## src/rtl/clock_supervisor.sv

```systemverilog
// PLL lock supervisor: synchronises LOCK, times the PLL reset pulse and releases downstream resets in staggered order.
// Timeout retry and terminal FAULT are present only when CLOCK_SUPERVISOR_RETRY_EN is defined.
module clock_supervisor #(
    parameter int  CH             = 2,
    parameter int  RST_CYCLES     = 16,
    parameter int  SETTLE_CYCLES  = 1024,
    parameter int  STAGGER        = 8,
    parameter int  TIMEOUT_CYCLES = 65536,
    parameter int  MAX_RETRY      = 3,
    localparam int RW             = (MAX_RETRY > 0) ? $clog2(MAX_RETRY + 1) : 1
) (
    input  logic          clk,
    input  logic          rst,
    input  logic          pll_lock,
    output logic          pll_rst,
    output logic [CH-1:0] rst_out,
    output logic          locked,
    output logic          fault,
    output logic [RW-1:0] retry_cnt
);

    localparam int MAX_A   = (RST_CYCLES > SETTLE_CYCLES) ? RST_CYCLES : SETTLE_CYCLES;
    localparam int MAX_B   = (TIMEOUT_CYCLES > CH * STAGGER) ? TIMEOUT_CYCLES : CH * STAGGER;
    localparam int CNT_MAX = (MAX_A > MAX_B) ? MAX_A : MAX_B;
    localparam int CNT_W   = (CNT_MAX > 1) ? $clog2(CNT_MAX) : 1;

    localparam logic [CNT_W-1:0] RST_LAST    = CNT_W'(RST_CYCLES - 1);
    localparam logic [CNT_W-1:0] SETTLE_LAST = CNT_W'(SETTLE_CYCLES - 1);
    localparam logic [CNT_W-1:0] TO_LAST     = CNT_W'(TIMEOUT_CYCLES - 1);
    localparam logic [CNT_W-1:0] REL_LAST    = CNT_W'((CH - 1) * STAGGER);
`ifdef CLOCK_SUPERVISOR_RETRY_EN
    localparam logic [RW-1:0]    MAX_R       = RW'(MAX_RETRY);
`endif

    typedef enum logic [2:0] {
        S_PLL_RST   = 3'd0,
        S_WAIT_LOCK = 3'd1,
        S_SETTLE    = 3'd2,
        S_RELEASE   = 3'd3,
        S_RUN       = 3'd4,
        S_FAULT     = 3'd5
    } state_t;

    logic [1:0]       sync_q, sync_d;
    state_t           state_q, state_d;
    logic [CNT_W-1:0] cnt_q, cnt_d;
    logic             cnt_inc;
    logic             pll_rst_q, pll_rst_d;
    logic [CH-1:0]    rst_out_q, rst_out_d;
    logic             locked_q, locked_d;
    logic             fault_q, fault_d;
    logic [RW-1:0]    retry_q, retry_d;
    logic             lock_s;

    // Channels whose release slot coincides with counter value c.
    function automatic logic [CH-1:0] release_mask(input logic [CNT_W-1:0] c);
        logic [CH-1:0] m;
        m = {CH{1'b0}};
        for (int i = 0; i < CH; i++) begin
            m[i] = (c == CNT_W'(i * STAGGER));
        end
        return m;
    endfunction

    assign lock_s = sync_q[1];

    // Synchroniser shift for the asynchronous LOCK input.
    always_comb begin
        sync_d = {sync_q[0], pll_lock};
    end

    // Next-state, shared counter and retry bookkeeping.
    always_comb begin
        state_d = state_q;
        cnt_inc = 1'b1;
        retry_d = retry_q;
        case (state_q)
            S_PLL_RST: begin
                if (cnt_q == RST_LAST) state_d = S_WAIT_LOCK;
                else                   state_d = S_PLL_RST;
            end
            S_WAIT_LOCK: begin
                if (lock_s) begin
                    state_d = S_SETTLE;
                end else if (cnt_q == TO_LAST) begin
`ifdef CLOCK_SUPERVISOR_RETRY_EN
                    if (retry_q < MAX_R) begin
                        retry_d = retry_q + RW'(1);
                        state_d = S_PLL_RST;
                    end else begin
                        state_d = S_FAULT;
                    end
`else
                    // Without retry the wait is unbounded; park the counter at its last value.
                    cnt_inc = 1'b0;
`endif
                end else begin
                    state_d = S_WAIT_LOCK;
                end
            end
            S_SETTLE: begin
                if (!lock_s)                   state_d = S_WAIT_LOCK;
                else if (cnt_q == SETTLE_LAST) state_d = S_RELEASE;
                else                           state_d = S_SETTLE;
            end
            S_RELEASE: begin
                if (!lock_s)                state_d = S_PLL_RST;
                else if (cnt_q == REL_LAST) state_d = S_RUN;
                else                        state_d = S_RELEASE;
            end
            S_RUN: begin
                cnt_inc = 1'b0;
                if (!lock_s) state_d = S_PLL_RST;
                else         state_d = S_RUN;
            end
            S_FAULT: begin
                cnt_inc = 1'b0;
                state_d = S_FAULT;
            end
            default: begin
                cnt_inc = 1'b0;
                state_d = S_PLL_RST;
            end
        endcase

        if (state_d != state_q) cnt_d = {CNT_W{1'b0}};
        else if (cnt_inc)       cnt_d = cnt_q + CNT_W'(1);
        else                    cnt_d = cnt_q;

`ifdef CLOCK_SUPERVISOR_RETRY_EN
        // A completed release ends the lock campaign.
        if ((state_d == S_RELEASE) && (cnt_d == REL_LAST)) retry_d = {RW{1'b0}};
        else                                               retry_d = retry_d;
`else
        retry_d = {RW{1'b0}};
`endif
    end

    // Output values for the upcoming state, so every output is a flop aligned with the state.
    always_comb begin
        pll_rst_d = (state_d == S_PLL_RST) || (state_d == S_FAULT);
        rst_out_d = {CH{1'b1}};
        locked_d  = 1'b0;
        case (state_d)
            S_RELEASE: begin
                rst_out_d = rst_out_q & ~release_mask(cnt_d);
                locked_d  = (cnt_d == REL_LAST);
            end
            S_RUN: begin
                rst_out_d = {CH{1'b0}};
                locked_d  = 1'b1;
            end
            default: begin
                rst_out_d = {CH{1'b1}};
                locked_d  = 1'b0;
            end
        endcase
`ifdef CLOCK_SUPERVISOR_RETRY_EN
        fault_d = (state_d == S_FAULT);
`else
        fault_d = 1'b0;
`endif
    end

    // State and output registers with synchronous reset.
    always_ff @(posedge clk) begin
        if (rst) begin
            sync_q    <= 2'b00;
            state_q   <= S_PLL_RST;
            cnt_q     <= {CNT_W{1'b0}};
            pll_rst_q <= 1'b1;
            rst_out_q <= {CH{1'b1}};
            locked_q  <= 1'b0;
            fault_q   <= 1'b0;
            retry_q   <= {RW{1'b0}};
        end else begin
            sync_q    <= sync_d;
            state_q   <= state_d;
            cnt_q     <= cnt_d;
            pll_rst_q <= pll_rst_d;
            rst_out_q <= rst_out_d;
            locked_q  <= locked_d;
            fault_q   <= fault_d;
            retry_q   <= retry_d;
        end
    end

    assign pll_rst   = pll_rst_q;
    assign rst_out   = rst_out_q;
    assign locked    = locked_q;
    assign fault     = fault_q;
    assign retry_cnt = retry_q;

endmodule
```

## config.mk

```make
export PLATFORM = sky130hd
export DESIGN_NAME = clock_supervisor
export DESIGN_NICKNAME = d
export VERILOG_FILES = /design/src/rtl/clock_supervisor.sv
export SDC_FILE = /design/constraint.sdc
export NUM_CORES = 1
export LEC_CHECK = 0
export ABC_CLOCK_PERIOD_IN_PS = 2900
export CAP_MARGIN = 20
export CORE_MARGIN = 3
export CORE_UTILIZATION = 58
export CTS_BUF_LIST = sky130_fd_sc_hd__clkbuf_8 sky130_fd_sc_hd__clkbuf_16
export DETAILED_ROUTE_END_ITERATION = 8
export GPL_ROUTABILITY_DRIVEN = 1
export PLACE_DENSITY = 0.86
export SETUP_SLACK_MARGIN = 0.05
export SLEW_MARGIN = 20
export SYNTH_ARGS = -nofsm -noshare
export SYNTH_HDL_FRONTEND = slang
export SYNTH_SLANG_ARGS = --single-unit
```

## constraint.sdc

```tcl
create_clock -name clk -period 2.9 [get_ports clk]
set_input_delay 0.87 -clock clk [delete_from_list [all_inputs] [get_ports clk]]
set_output_delay 0.87 -clock clk [all_outputs]
set_load 0.03 [all_outputs]
```

# ---- Word level (Yosys, flattened, before mapping)
# Cells that the tools add are included.
# W data, S select, Z words.
dict set report totals {
  ff_bits 25
  elab_cells 44
  out_inout_bits 7
  in_bits 3
}
dict set report op_classes {
  bitwise_logic 2
  eq_ne 14
  n_addsub 1
  n_reduce_logical 5
  mux 16
}
# op count
set ops {}
lappend ops {{$eq A16 B4 Y1 const B} 3}
lappend ops {{$mux W16} 2}
lappend ops {{$pmux W3 S6} 1}
lappend ops {{$add A16 B1 Y16 const B} 1}
lappend ops {{$eq A16 B10 Y1 const B} 1}
lappend ops {{$eq A16 B16 Y1 const B} 1}
lappend ops {{$logic_not A16 Y1} 1}
lappend ops {{$mux W3} 5}
lappend ops {{$eq A3 B3 Y1 const B} 4}
lappend ops {{$eq A3 B2 Y1 const B} 3}
lappend ops {{$logic_not A3 Y1} 2}
lappend ops {{$mux W1} 4}
lappend ops {{$pmux W1 S2} 2}
lappend ops {{$pmux W2 S2} 1}
lappend ops {{$eq A3 B1 Y1 const B} 1}
lappend ops {{$ne A3 B3 Y1} 1}
lappend ops {{$reduce_or A3 Y1} 1}
lappend ops {{$and A2 B2 Y2} 1}
lappend ops {{$mux W2} 1}
lappend ops {{$not A2 Y2} 1}
lappend ops {{$logic_or A1 B1 Y1} 1}

# ---- Depth between registers and ports, before layout
# Gate-level depths: netlist of run 1.
dict set report logic_depth {
  depth_word 10
  depth_mapped 9
  mapped_depth_nobuf 8
}

# ---- Worst setup path after synthesis of run 1
# No wires, ideal clock.
dict set report synth_path {
  path_kind {register to register}
  start {reg cnt_q[0]}
  end {reg rst_out_q[0] (netlist: rst_out[0])}
  period_less_slack_ps 1998
  t_arrival_ps 1878
  setup_time_ps 120
  t_required_ps 2780
  slack_ps 902
  n_path_buf 1
  stages_incl_launch_ff 10
  cell_sequence {dfxtp_1 -> ha_1 -> and4b_1 -> buf_2 -> o21ai_1 -> o22ai_1 -> nand4b_1 -> nor4_2 -> a31oi_1 -> or2_1}
}
dict set report synth_between {
  elab_chain_len 10
  word_cells_on_any_way 25
  classes_between {add/sub (1); eq/ne (7); mux (14); bitwise (2); reduce/logical (1)}
}
# item line_no
set synth_rtl {}
lappend synth_rtl {{start, declared} 46} ;# logic [CNT_W-1:0] cnt_q, cnt_d;
lappend synth_rtl {{start signal, assigned} 170} ;# cnt_q <= {CNT_W{1'b0}};
lappend synth_rtl {{start signal, assigned} 179} ;# cnt_q <= cnt_d;
lappend synth_rtl {{$eq A16 B4 Y1 (tied with other cells)} 108} ;# else if (cnt_q == REL_LAST) state_d = S_RUN;
lappend synth_rtl {{$mux W3 (tied with other cells)} 108}
lappend synth_rtl {{$mux W3 (tied with other cells)} 107} ;# if (!lock_s) state_d = S_PLL_RST;
lappend synth_rtl {{$pmux W3 S6 / $pmux W1 S2 (equally long branches)} 77} ;# case (state_q)
lappend synth_rtl {{$ne A3 B3 Y1 / $mux W16 (equally long branches)} {126, 127}}
lappend synth_rtl {{$mux W16} 126} ;# if (state_d != state_q) cnt_d = {CNT_W{1'b0}};
lappend synth_rtl {{$logic_not A16 Y1} 60} ;# m[i] = (c == CNT_W'(i * STAGGER));
lappend synth_rtl {{$not A2 Y2} 146} ;# rst_out_d = rst_out_q & ~release_mask(cnt_d);
lappend synth_rtl {{$and A2 B2 Y2} 146}
lappend synth_rtl {{$pmux W2 S2 (*)} 144} ;# case (state_d)
lappend synth_rtl {{end signal, assigned} 172} ;# rst_out_q <= {CH{1'b1}};
lappend synth_rtl {{end signal, assigned} 181} ;# rst_out_q <= rst_out_d;
lappend synth_rtl {{end, declared} 49} ;# logic [CH-1:0] rst_out_q, rst_out_d;
# Mark *: on every way between the ends. The rest lies on a longest branch, timed or not.
# A chain may end at the register's enable or synchronous reset.

# ---- Worst setup path after layout of run 1
# Same ends and word-level chain as after synthesis.

==> results.txt, run 1 <==
The number of antenna diodes in the final layout is 0. After global routing, the most crowded layer is met2. The most instantiated flip-flop cell in the synthesis netlist is dfxtp_1. The number of antenna violations at the first check in global routing came out at 0.

Of the cells placed in the final design, the portion with a size suffix greater than 1 is 0.0876. In the global route stage, met3 resource usage came out at 0.0290. At the placement stage, the worst setup path has a slack of 444 ps. The region available for standard cell placement spans around 2500 um2. Synthesis produced a netlist whose cell count is around 200. Yosys printed 0 warnings. The final-report hold violation count came to 0. The post-route core utilization came out at 0.651. The signed area change from the synthesized netlist to the final layout came out at 4.38%. Of the total power, registers draw 0.600. The endpoint class of the critical path is a register. The final-report max-slew violation count was 0. The synthesized netlist contains 50 unique library cells. The flow ran to the end, and the final reports show no timing, DRC or antenna violations. The required time of the critical path came out at 3060 ps.

The depth of the most critical reg-to-reg path is 8. During I/O placement, the number of pins put on the boundary was 10. Leaving out fill and tap cells, the most frequent cell in the layout is nor2_1.

The final worst clock skew came out at slightly above 0.9 ps. The net switching power is 131 uW. The complex-gate fraction of the synthesized area came out at 0.145.

The simple-gate area share of the yosys netlist is 0.329. Before antenna repair, the detailed router went through 5 iterations. The number of buffers on the longest clock path came out at 2. The average cell area after synthesis came out at between 8 and 9 um2. The total grt overflow came out at 0. The count of standard-cell rows came out at 18. For this run, the total global-route usage over all layers was measured as 0.205. The effective utilization at floorplan came out at 0.624.

The proportion of power drawn by combinational gates is 0.069. The global-route wire length before repair is ~5.5 mm. The die covers around 3400 um2.

The vertical die dimension is 58.1 um. The deepest level of the CTS H-tree is 1. For this run, asynchronously set or reset flops after synthesis account for 0.

TritonCTS built the clock tree. The detailed placement HPWL came out at 2.41 mm. The quantity of I/O buffers inserted on ports is 6. The element type at the critical path start is a register. The iteration-0 DRC count of the detailed router came out at between 60 and 70.

The number of failing setup endpoints in the final timing report came out at 0. The sum of routed wire length over all layers came out at 3.08 mm. The count of placed standard cells in the final layout, fillers left out came out at 224. The number of storage elements in the synthesis netlist is 25. The worst hold path startpoint is sync_q[0]. Buffers inserted during clock tree synthesis total 3. The signal arrival time at the worst endpoint is 2480 ps. The final worst setup slack is between 500 and 600 ps. After detailed placement, the design holds a cell count of 220.

The number of global-route vias before repair is 1261. The met2 routing resource usage after global routing is 0.324. The tool flagged a number of max-cap violations equal to 0.

The adder-cell area share of the yosys netlist is 0.0159. In this run the static leakage power is approximately 0.00062 uW. At the end of the flow, the number of nets in the layout was 200. The number of buffers inserted by hold repair at cts is 0. The post-detailed-route wirelength per cell came out at approximately 14 um. The count of nets left with antenna violations after detail routing came out at 0. The internal power consumption is ~460 uW. The number of fillers in the final layout is ~210. The setup TNS after final layout came out at 0 ps. The detailed router placed 1362 vias in this run. The xor and xnor fraction of the mapped netlist area came out at 0.100. After synthesis, the largest family of logic cells by area is simple AND/OR/NAND/NOR gates. The startpoint identified for the worst register-to-register timing path is cnt_q[0]. The share of total power consumed by net switching is 0.222. The mapped cell area is about 1600 um2.

The destination of the worst hold path is sync_q[1]. Based on the critical path, the design can be clocked at up to around 430 MHz. The insertion delay to the later sink of the worst-skew pair came out at between 200 and 300 ps. The global placer's final weighted congestion came out at just over 0.9. In the routed design, unresolved DRC markers number 0. The met1 track demand over resource came out at 0.267.

The clock net sink count came out at 25. In this run, synthesis inferred 0 flip-flops with an integrated enable. The library cells used most frequently in the layout, excluding fill and tap cells, are 32 x nor2_1, 25 x dfxtp_1, 17 x nand2_1, 11 x nand3_1, 10 x xnor2_1.

The worst register-to-register path ends at rst_out[0]. Counting instances, the worst hold path has a depth of 1. For this design the ratio of total power to cell area is about 360 nW/um2.

In this run the register-to-register setup slack is between 500 and 600 ps. The number of setup buffers added after CTS is 0. The root buffer cell chosen for the clock tree is clkbuf_8.

The maximum fanout count along the critical path came out at 8. The share of the clock period used by the worst path after layout is 0.798. The path class of the tightest hold or removal check is reg -> reg. The sequential fraction of the synthesis area came out at 0.318. Setup repair after global routing left no endpoint under its margin. The mean number of vias per cell came out at about 6.1.

The number of gates resized after cts is 0. Subtracting the final worst setup slack from the clock period gives about 2300 ps. The power share of the clock group is 0.331. After synthesis, the share of cell area in mux cells is 0.0191.

The x dimension of the die is 58.1 um. The maximum number of pins on one net before global-route repair is 17. Clock-pin slew was measured on the worst setup and hold paths at about 80 ps. IR analysis of the VDD net gives a maximum drop of 320 uV. The kind of critical path is reg -> reg.
## cells by family after synthesis
family / Yosys count
and+or+nand+nor: 93
AOI/OAI and AO/OA: 33
DFF: 25
buffers and inverters: 20
xor gates and xnor gates: 18
muxes: 3
adders and majority gates: 2
other: 1
## power by group through the flow
stage          registers [uW]  clock network, uW  logic, uW
2_1_floorplan             360                  0       34.5
3_3_place_gp              361                  0       38.9
3_5_place_dp              361                  0       40.9
4_1_cts                   353                203       41.0
5_1_grt                   354                214       45.4
6_report                  353                195       40.7
## Yosys cell counts (all sizes together) (2+ instances only)
cell / instances / area share
dfxtp: 25 / 0.32
buf: 11 / 0.047
and2: 2 / 0.0096
or2: 2 / 0.0080
nor2b: 6 / 0.025
xnor2: 10 / 0.056
xor2: 8 / 0.045
a31oi: 5 / 0.020
mux2i: 3 / 0.019
nor2: 32 / 0.076
clkbuf: 3 / 0.0096
nand2: 17 / 0.041
o31ai: 2 / 0.0095
o21ai: 8 / 0.025
nor3: 7 / 0.039
inv: 6 / 0.014
ha: 2 / 0.016
nand4b: 2 / 0.011
and4b: 2 / 0.013
nand4: 4 / 0.024
o211ai: 2 / 0.018
nor4: 3 / 0.020
a21oi: 7 / 0.022
nand3: 11 / 0.035
## cell type report
class                           instances  area [um2]  area share
Clock buffer                            3        41.3      0.0252
Sequential cell                        25         500       0.305
Clock inverter                          1        3.75     0.00229
Multi-Input combinational cell        152         968       0.590
Tap cell                               30        37.5      0.0229
Timing Repair Buffer                    7        67.6      0.0412
Inverter                                6        22.5      0.0137
## metal layers
layer	part of all wire	up-vias
met3	0.056	10
met4	0.028	0
met2	0.47	48
li1	-	668
met5	0	-
met1	0.45	636
## flip-flops by register name, summed over array words and instances, names as in the netlist
name,flops
state_q,3
rst_out,2
pll_rst,1
locked,1
cnt_q,16
sync_q,2
## per-stage QoR
| step | instance area (um2) | total power (uW) | hold slack [ps] |
|---|---|---|---|
| 2_1_floorplan | 1580 | 395 | 414 |
| 3_3_place_gp | 1600 | 400 | 425 |
| 3_5_place_dp | 1600 | 402 | 434 |
| 4_1_cts | 1640 | 597 | 453 |
| 5_1_grt | 1640 | 614 | 460 |
| 6_report | 1640 | 589 | 448 |
## how the worst max path moves through the flow
stage | startpoint | end | slack [ps] | cells past startpoint
2_1_floorplan | cnt_q[0] | rst_out[0] | 900 | 9
3_3_place_gp | rst | rst_out[1] | 520 | 5
3_5_place_dp | rst | cnt_q[8] | 440 | 5
4_1_cts | cnt_q[0] | rst_out[0] | 590 | 8
5_1_grt | cnt_q[0] | rst_out[1] | 370 | 8
6_report | cnt_q[0] | rst_out[0] | 590 | 8
## critical path, cell delays in order (launching register included)
cell and delay, ps:
dfxtp_1 410, ha_1 210, and4b_1 380, o21ai_1 200
nor3_4 220, mux2i_1 150, nor4_2 320, a31oi_1 110
or2_1 210
No activity file was read; power rests on OpenSTA's default activity.
==> run 2, diff against run 1 <==
--- a/config.mk
+++ b/config.mk
@@ -5,14 +5,14 @@
 export SDC_FILE = /design/constraint.sdc
 export NUM_CORES = 1
 export LEC_CHECK = 0
-export ABC_CLOCK_PERIOD_IN_PS = 2900
+export ABC_CLOCK_PERIOD_IN_PS = 2000
 export CAP_MARGIN = 20
 export CORE_MARGIN = 3
-export CORE_UTILIZATION = 58
+export CORE_UTILIZATION = 52
 export CTS_BUF_LIST = sky130_fd_sc_hd__clkbuf_8 sky130_fd_sc_hd__clkbuf_16
 export DETAILED_ROUTE_END_ITERATION = 8
 export GPL_ROUTABILITY_DRIVEN = 1
-export PLACE_DENSITY = 0.86
+export PLACE_DENSITY = 0.82
 export SETUP_SLACK_MARGIN = 0.05
 export SLEW_MARGIN = 20
 export SYNTH_ARGS = -nofsm -noshare
==> constraint.sdc (replaced) <==
create_clock -name clk -period 2 [get_ports clk]
set_input_delay 0.6 -clock clk [delete_from_list [all_inputs] [get_ports clk]]
set_output_delay 0.6 -clock clk [all_outputs]
set_load 0.03 [all_outputs]
==> run 2 against run 1 <==
Compared with the run above:
- the run now ends with negative setup slack left
- hold slack better by 2.7 ps
- global-route usage up 3.1 points
- sequential power up 44%
- flip-flop and latch count unchanged
- cell count increased by 25%
- register-to-register slack worse by 740 ps
- die area grew 10%
- clock-buffer cell count did not move
- highest routed layer unchanged
==> results.txt, run 2 (synthesis gave the netlist of run 1 again) <==
The signed area change from the synthesized netlist to the final layout is 48.1%. The instance area after placement is 1920 um2 (+20%). The delay of the slowest critical-path stage came out at 390 ps (-20 ps).

The power per unit of standard cell area came out at 393 nW/um2 (+9.4%). CTS placed an instance of clkbuf_8 at the clock tree root. The final-stage net count came out at 256 (+28%).

The total grt overflow is 0 (unchanged). The core box area is 2830 um2 (+12%). The largest registers in the layout are cnt_q (16), state_q (3). The min-delay analysis places its worst path in the category reg -> reg. The iteration-0 DRC count of the detailed router came out at 275 (+310%).

met2 is the most crowded layer. The library cell used most frequently in the layout, excluding fill and tap cells, is buf_4. The final worst clock skew is 7.60 ps (+6.69 ps). The die area is 3720 um2 (+10%). The number of antenna violations at the first check in global routing was 0 (unchanged). The register clock-pin slew on the reported worst setup and hold paths came to 90 ps (about the same). The share of the clock period used by the worst path after layout came out at 1.08 (+0.278).

The clock net sink count is 25 (unchanged). The count of placed standard cells in the final layout, fillers left out came out at 281 (+25%). The number of fillers in the final layout came out at 140 (-35%). The TritonCTS clock tree is done. The quantity of I/O buffers inserted on ports came out at 6 (unchanged). The total number of vias is 1811 (+33%).

The instance count after placement with tap cells included is 262 (+19%). The post-detailed-route wirelength per cell is 20.5 um (+49%). Walking the worst path, the cells encountered are and4b_2 -> buf_6 -> nand3_4 -> a2111o_1 -> mux2i_1 -> nor4_2 -> a31oi_1 -> or2_1.

The effective utilization at floorplan came out at 0.556 (-0.0676). The insertion delay to the later sink of the worst-skew pair came out at 270 ps (about the same). The global-route usage over all layers is 0.236 (+0.0306). The final worst setup slack came out at -152 ps (-738 ps). The met1 track demand over resource came to 0.300 (+0.0327). The number of buffers on the longest clock path is 2 (unchanged). The required time of the critical path is 2170 ps (-890 ps). The global placer's final weighted congestion is 0.852 (-7.4%). The detailed-routing iteration count for the pre-antenna-repair pass came out at 5 (unchanged). The count of cells along the worst hold path came out at 1 (unchanged).

STA classifies the critical path startpoint as a register. STA classifies the critical path endpoint as a register. The sum of routed wire length over all layers came out at 5.76 mm (+87%). The share of final-layout standard cells stronger than drive strength 1 came out at 0.468 (+0.380).

The largest individual stage delay along the critical path comes from the cell a2111o_1. The signal arrival time at the worst endpoint came to 2320 ps (-160 ps). The maximum fanout count along the critical path is 3 (-5). The startpoint of the worst register-to-register path is cnt_q[2]. The x dimension of the die is 61.0 um (+5.0%). The final reports fail on negative setup slack. The count of nets left with antenna violations after detail routing came out at 0 (unchanged). The cell count along the critical path is 8 (unchanged). The number of buffers inserted during clock tree synthesis was 3 (unchanged). The final critical path time including I/O delays and setup came out at 2150 ps (-162 ps). Setup repair after global routing could not meet its margin everywhere.

The global-route wire length before repair came out at 6.58 mm (+20%). The count of standard-cell rows came out at 19 (+1). The sequential standard cell area came to 529 um2 (+5.8%). The count of unresolved DRC violations after routing is 0 (unchanged). The finished layout cell area is 2330 um2 (+42%).

The met3 usage came out at 0.0191 (-0.00980). The worst hold path startpoint is sync_q[0]. The depth of the most critical reg-to-reg path is 8 (unchanged).

The worst setup path is of the reg -> reg kind. The number of buffers inserted by hold repair at cts came out at 0 (unchanged). The run finished, with violations left. The deepest level of the CTS H-tree came out at 1 (unchanged).

The timing-limited maximum frequency is 465 MHz (+7.5%). The critical path launch point is cnt_q[2]. The number of primary I/O pins is 10 (unchanged). Counting flops per register, the top entry is cnt_q. The setup slack of the most critical reg-to-reg path came out at -150 ps (-740 ps). For hold timing, the worst endpoint is sync_q[1]. Leaving out fill and tap cells, the most frequent cells in the layout are 49 x buf_4, 24 x nor2_1, 16 x nand2_1, 12 x dfxtp_1, 9 x xnor2_1. The largest vdd supply drop was 312 uV (-2.4%). Grouping stages by cell kind, the critical path spends the most delay in simple AND/OR/NAND/NOR gates. The number of flip-flops under the largest register name came out at 16 (unchanged). The endpoint of the worst register-to-register path is rst_out[0]. The buffers plus inverters on the worst setup path came out at 1 (+1). The number of failing setup endpoints in the final timing report is 13 (+13). The post-route core utilization came out at 0.823 (+0.172). The area of combinational cells with multiple inputs is 1170 um2 (+21%). The leakage power of the design came to 0.000967 uW (+56%). The number of maximum-capacitance violations came out at 0 (unchanged). The total inserted antenna cells is 0 (unchanged). The final-report hold violation count is 0 (unchanged). The number of global-route vias before repair is 1489 (+18%).

The maximum number of pins on one net before global-route repair is 15 (-2). The detailed placement HPWL came out at 2.88 mm (+20%). The mean number of vias per cell came out at 6.44 (+6.0%). The met2 routing resource usage after global routing is 0.420 (+0.0957). The power consumption came out at 914 uW (+55%). The final-report max-slew violation count is 0 (unchanged). The setup TNS after final layout is -883 ps (-883 ps). The vertical die dimension is 61.0 um (+5.0%).
run 2: worst max-delay path by stage:
stage,endpoint,slack (ps)
6_report,rst_out[0],-150
4_1_cts,rst_out[0],20
5_1_grt,rst_out[0],-380
2_1_floorplan,rst_out[0],30
3_3_place_gp,rst_out[1],7
3_5_place_dp,rst_out[0],-30
run 2: layout make-up:
type / count / area share
clock buffer: 3 / 0.0177
tap: 31 / 0.0167
multi-input combinational: 152 / 0.504
clock inverter: 1 / 0.00215
timing repair buffer: 63 / 0.222
inverter: 6 / 0.00967
sequential: 25 / 0.227
run 2: timing repair:
item                                   CTS  global route
gates resized for setup                 26            42
setup endpoints to repair               18            20
endpoints found under the hold margin    0             0
pin swaps                               10            14
buffers inserted                         5            10
cloned                                   0             1
run 2: per-layer routing:
layer | wire [um] | up-vias
li1 | - | 782
met1 | 2280 | 855
met2 | 2750 | 137
met3 | 478 | 37
met4 | 261 | 0
met5 | 0 | -
run 2: through the flow:
step | worst slack (ps) | hold slack (ps)
floorplan | 31.9 | 414
detailed placement | -28.2 | 437
finish | -152 | 451
global placement | 7.35 | 418
global route | -379 | 459
CTS | 16.0 | 445
run 2: report_power, final:
| part | total [uW] | switching (uW) | leakage (uW) | internal, uW |
|---|---|---|---|---|
| logic | 103 | 55.5 | 0.000731 | 47.6 |
| registers | 508 | 8.00 | 0.000210 | 500 |
| clock network | 303 | 164 | 0.0000255 | 139 |
| total | 914 | 228 | 0.000967 | 687 |
==> run 3, diff against run 2 <==
--- a/config.mk
+++ b/config.mk
@@ -14,6 +14,7 @@
 export GPL_ROUTABILITY_DRIVEN = 1
 export PLACE_DENSITY = 0.82
 export SETUP_SLACK_MARGIN = 0.05
+export SKIP_CTS_REPAIR_TIMING = 1
 export SLEW_MARGIN = 20
 export SYNTH_ARGS = -nofsm -noshare
 export SYNTH_HDL_FRONTEND = slang
==> run 3 against run 2 <==
Compared with the run above:
- first-iteration DRC count down 48%
- highest routed layer unchanged
- fmax up 3.7%
- non-clock buffer count down 10
- the flow still finishes with violations (negative setup slack)
- critical endpoint is now locked
- largest cell class unchanged
==> results.txt, run 3 (synthesis gave the netlist of run 1 again) <==
The run finished, with violations left. The checks that failed: negative setup slack. The required time of the critical path was 2170 ps (about the same).

The iteration-0 DRC count of the detailed router came out at 144 (-48%). The maximum fanout count along the critical path is 4 (+1). The count of nets left with antenna violations after detail routing came out at 0 (unchanged). The register clock-pin slew on the reported worst setup and hold paths is 90 ps (about the same). The detailed-routing iteration count for the pre-antenna-repair pass was 4 (-1). The timing-limited maximum frequency is 482 MHz (+3.7%). The worst hold path begins at sync_q[0]. The insertion delay to the later sink of the worst-skew pair is 270 ps (about the same). In the final layout, the registers with the most flip-flops are cnt_q (16), state_q (3). The share of the clock period used by the worst path after layout came to 1.04 (-0.0379).

The post-detailed-route wirelength per cell came to 15.6 um (-24%). The maximum number of pins on one net before global-route repair came out at 15 (unchanged). The leakage power of the design is 0.000904 uW (-6.5%). The count of cells along the worst hold path is 1 (unchanged). The final critical path time including I/O delays and setup is 2080 ps (-75.8 ps). The x dimension of the die came to 61.0 um (unchanged).

The die area was 3720 um2 (unchanged). The number of primary I/O pins is 10 (unchanged). The number of flip-flops under the largest register name was 16 (unchanged). Setup repair after global routing could not meet its margin everywhere. The setup slack after placement is -28.2 ps (unchanged). The final-report hold violation count was 0 (unchanged). The number of failing setup endpoints in the final timing report is 12 (-1). The number of global-route vias before repair was 1392 (-6.5%). The final-stage net count is 246 (-3.9%). The sum of routed wire length over all layers is 4.23 mm (-27%). The number of maximum-capacitance violations came out at 0 (unchanged). The signal arrival time at the worst endpoint came out at 2250 ps (-70 ps). The vertical die dimension is 61.0 um (unchanged). The global-route usage over all layers came out at 0.212 (-0.0235). The total number of vias came out at 1593 (-12%). The global placer's final weighted congestion is 0.852 (unchanged).

The final worst clock skew came out at 1.70 ps (-5.90 ps). The deepest level of the CTS H-tree is 1 (unchanged). The critical path launch point is cnt_q[4].

The number of buffers on the longest clock path is 2 (unchanged). The total inserted antenna cells is 0 (unchanged). In the layout the commonest cells are 43 x buf_4, 31 x nor2_1, 17 x nand2_1, 16 x dfxtp_1, 10 x xnor2_1.

The final-report max-slew violation count is 0 (unchanged). The clock net sink count is 25 (unchanged). Leaving out fill and tap cells, the most frequent cell in the layout is buf_4.

The register with the most flip-flops is cnt_q. The count of standard-cell rows came out at 19 (unchanged). STA classifies the critical path startpoint as a register. The cell sitting at the root of the clock tree is a clkbuf_8. The min-delay analysis places its worst path in the category reg -> reg. The power per unit of standard cell area is 421 nW/um2 (+7.3%). The detailed placement HPWL is 2.88 mm (unchanged). The effective utilization at floorplan came out at 0.556 (unchanged). The quantity of I/O buffers inserted on ports came out at 6 (unchanged). The count of unresolved DRC violations after routing was 0 (unchanged). The post-route worst hold slack is 447 ps (-4.06 ps).

By startpoint and endpoint, the worst setup path is classified as reg -> reg. The final worst setup slack came to -76.2 ps (+75.8 ps). STA classifies the critical path endpoint as a register. Compared with the post-synthesis result, the final layout area differs by 35.4%. The depth of the most critical reg-to-reg path is 8 (unchanged). The total grt overflow is 0 (unchanged). The share of final-layout standard cells stronger than drive strength 1 came out at 0.354 (-0.114).

The mean number of vias per cell came out at 5.88 (-8.8%). The number of antenna violations at the first check in global routing came out at 0 (unchanged). The instance area after placement is 1920 um2 (unchanged).

The global-route wire length before repair is 5.96 mm (-9.4%). TritonCTS built the clock tree. The worst register-to-register path begins at cnt_q[4]. The number of buffers inserted during clock tree synthesis is 3 (unchanged). The finished layout cell area came out at 2130 um2 (-8.5%). The largest vdd supply drop came out at 340 uV (+8.8%). The core box area came out at 2830 um2 (unchanged).
## run 3: through the flow
stage | TNS [ps] | instances | power, uW | util
after floorplan | 0 | 197 | 573 | -
after global placement | 0 | 262 | 595 | 0.678
after detailed placement | -47.9 | 262 | 599 | 0.678
after CTS | -122 | 266 | 890 | 0.694
after global routing | -1920 | 271 | 925 | 0.753
final | -454 | 271 | 898 | 0.753
## run 3: report_power, final
group	switching, uW	leakage, uW	internal [uW]
combinational	48.4	0.000671	36.6
clock	161	0.0000255	139
sequential	6.77	0.000207	505
total	217	0.000904	681
## run 3: path summary, 6_finish.rpt
path                to  slack (ps)
max reg2reg     locked         -80
min reg2reg  sync_q[1]         450
min          sync_q[1]         450
max             locked         -80
## run 3: area by class of cell
type,instances,area (um2)
inverter,6,22.5
clock buffer,3,41.3
multi-input combinational,152,1090
timing repair buffer,53,422
fill,188,699
clock inverter,1,5.00
tap,31,38.8
sequential,25,514
## run 3: critical path: stages (launching register included)
cell and delay (ps):
dfxtp_2 370, nor4_4 300, nand4_1 180, or3_4 420, and2_4 180, o211ai_4 200
nand4b_1 160, buf_4 110, nand2_1 40
## run 3: routing by layer
metal	vias up	track usage	wire length [um]
li1	761	-	-
met1	749	0.277	1730
met2	73	0.368	2120
met3	10	0.0191	289
met4	0	0.0681	90
met5	-	0	0
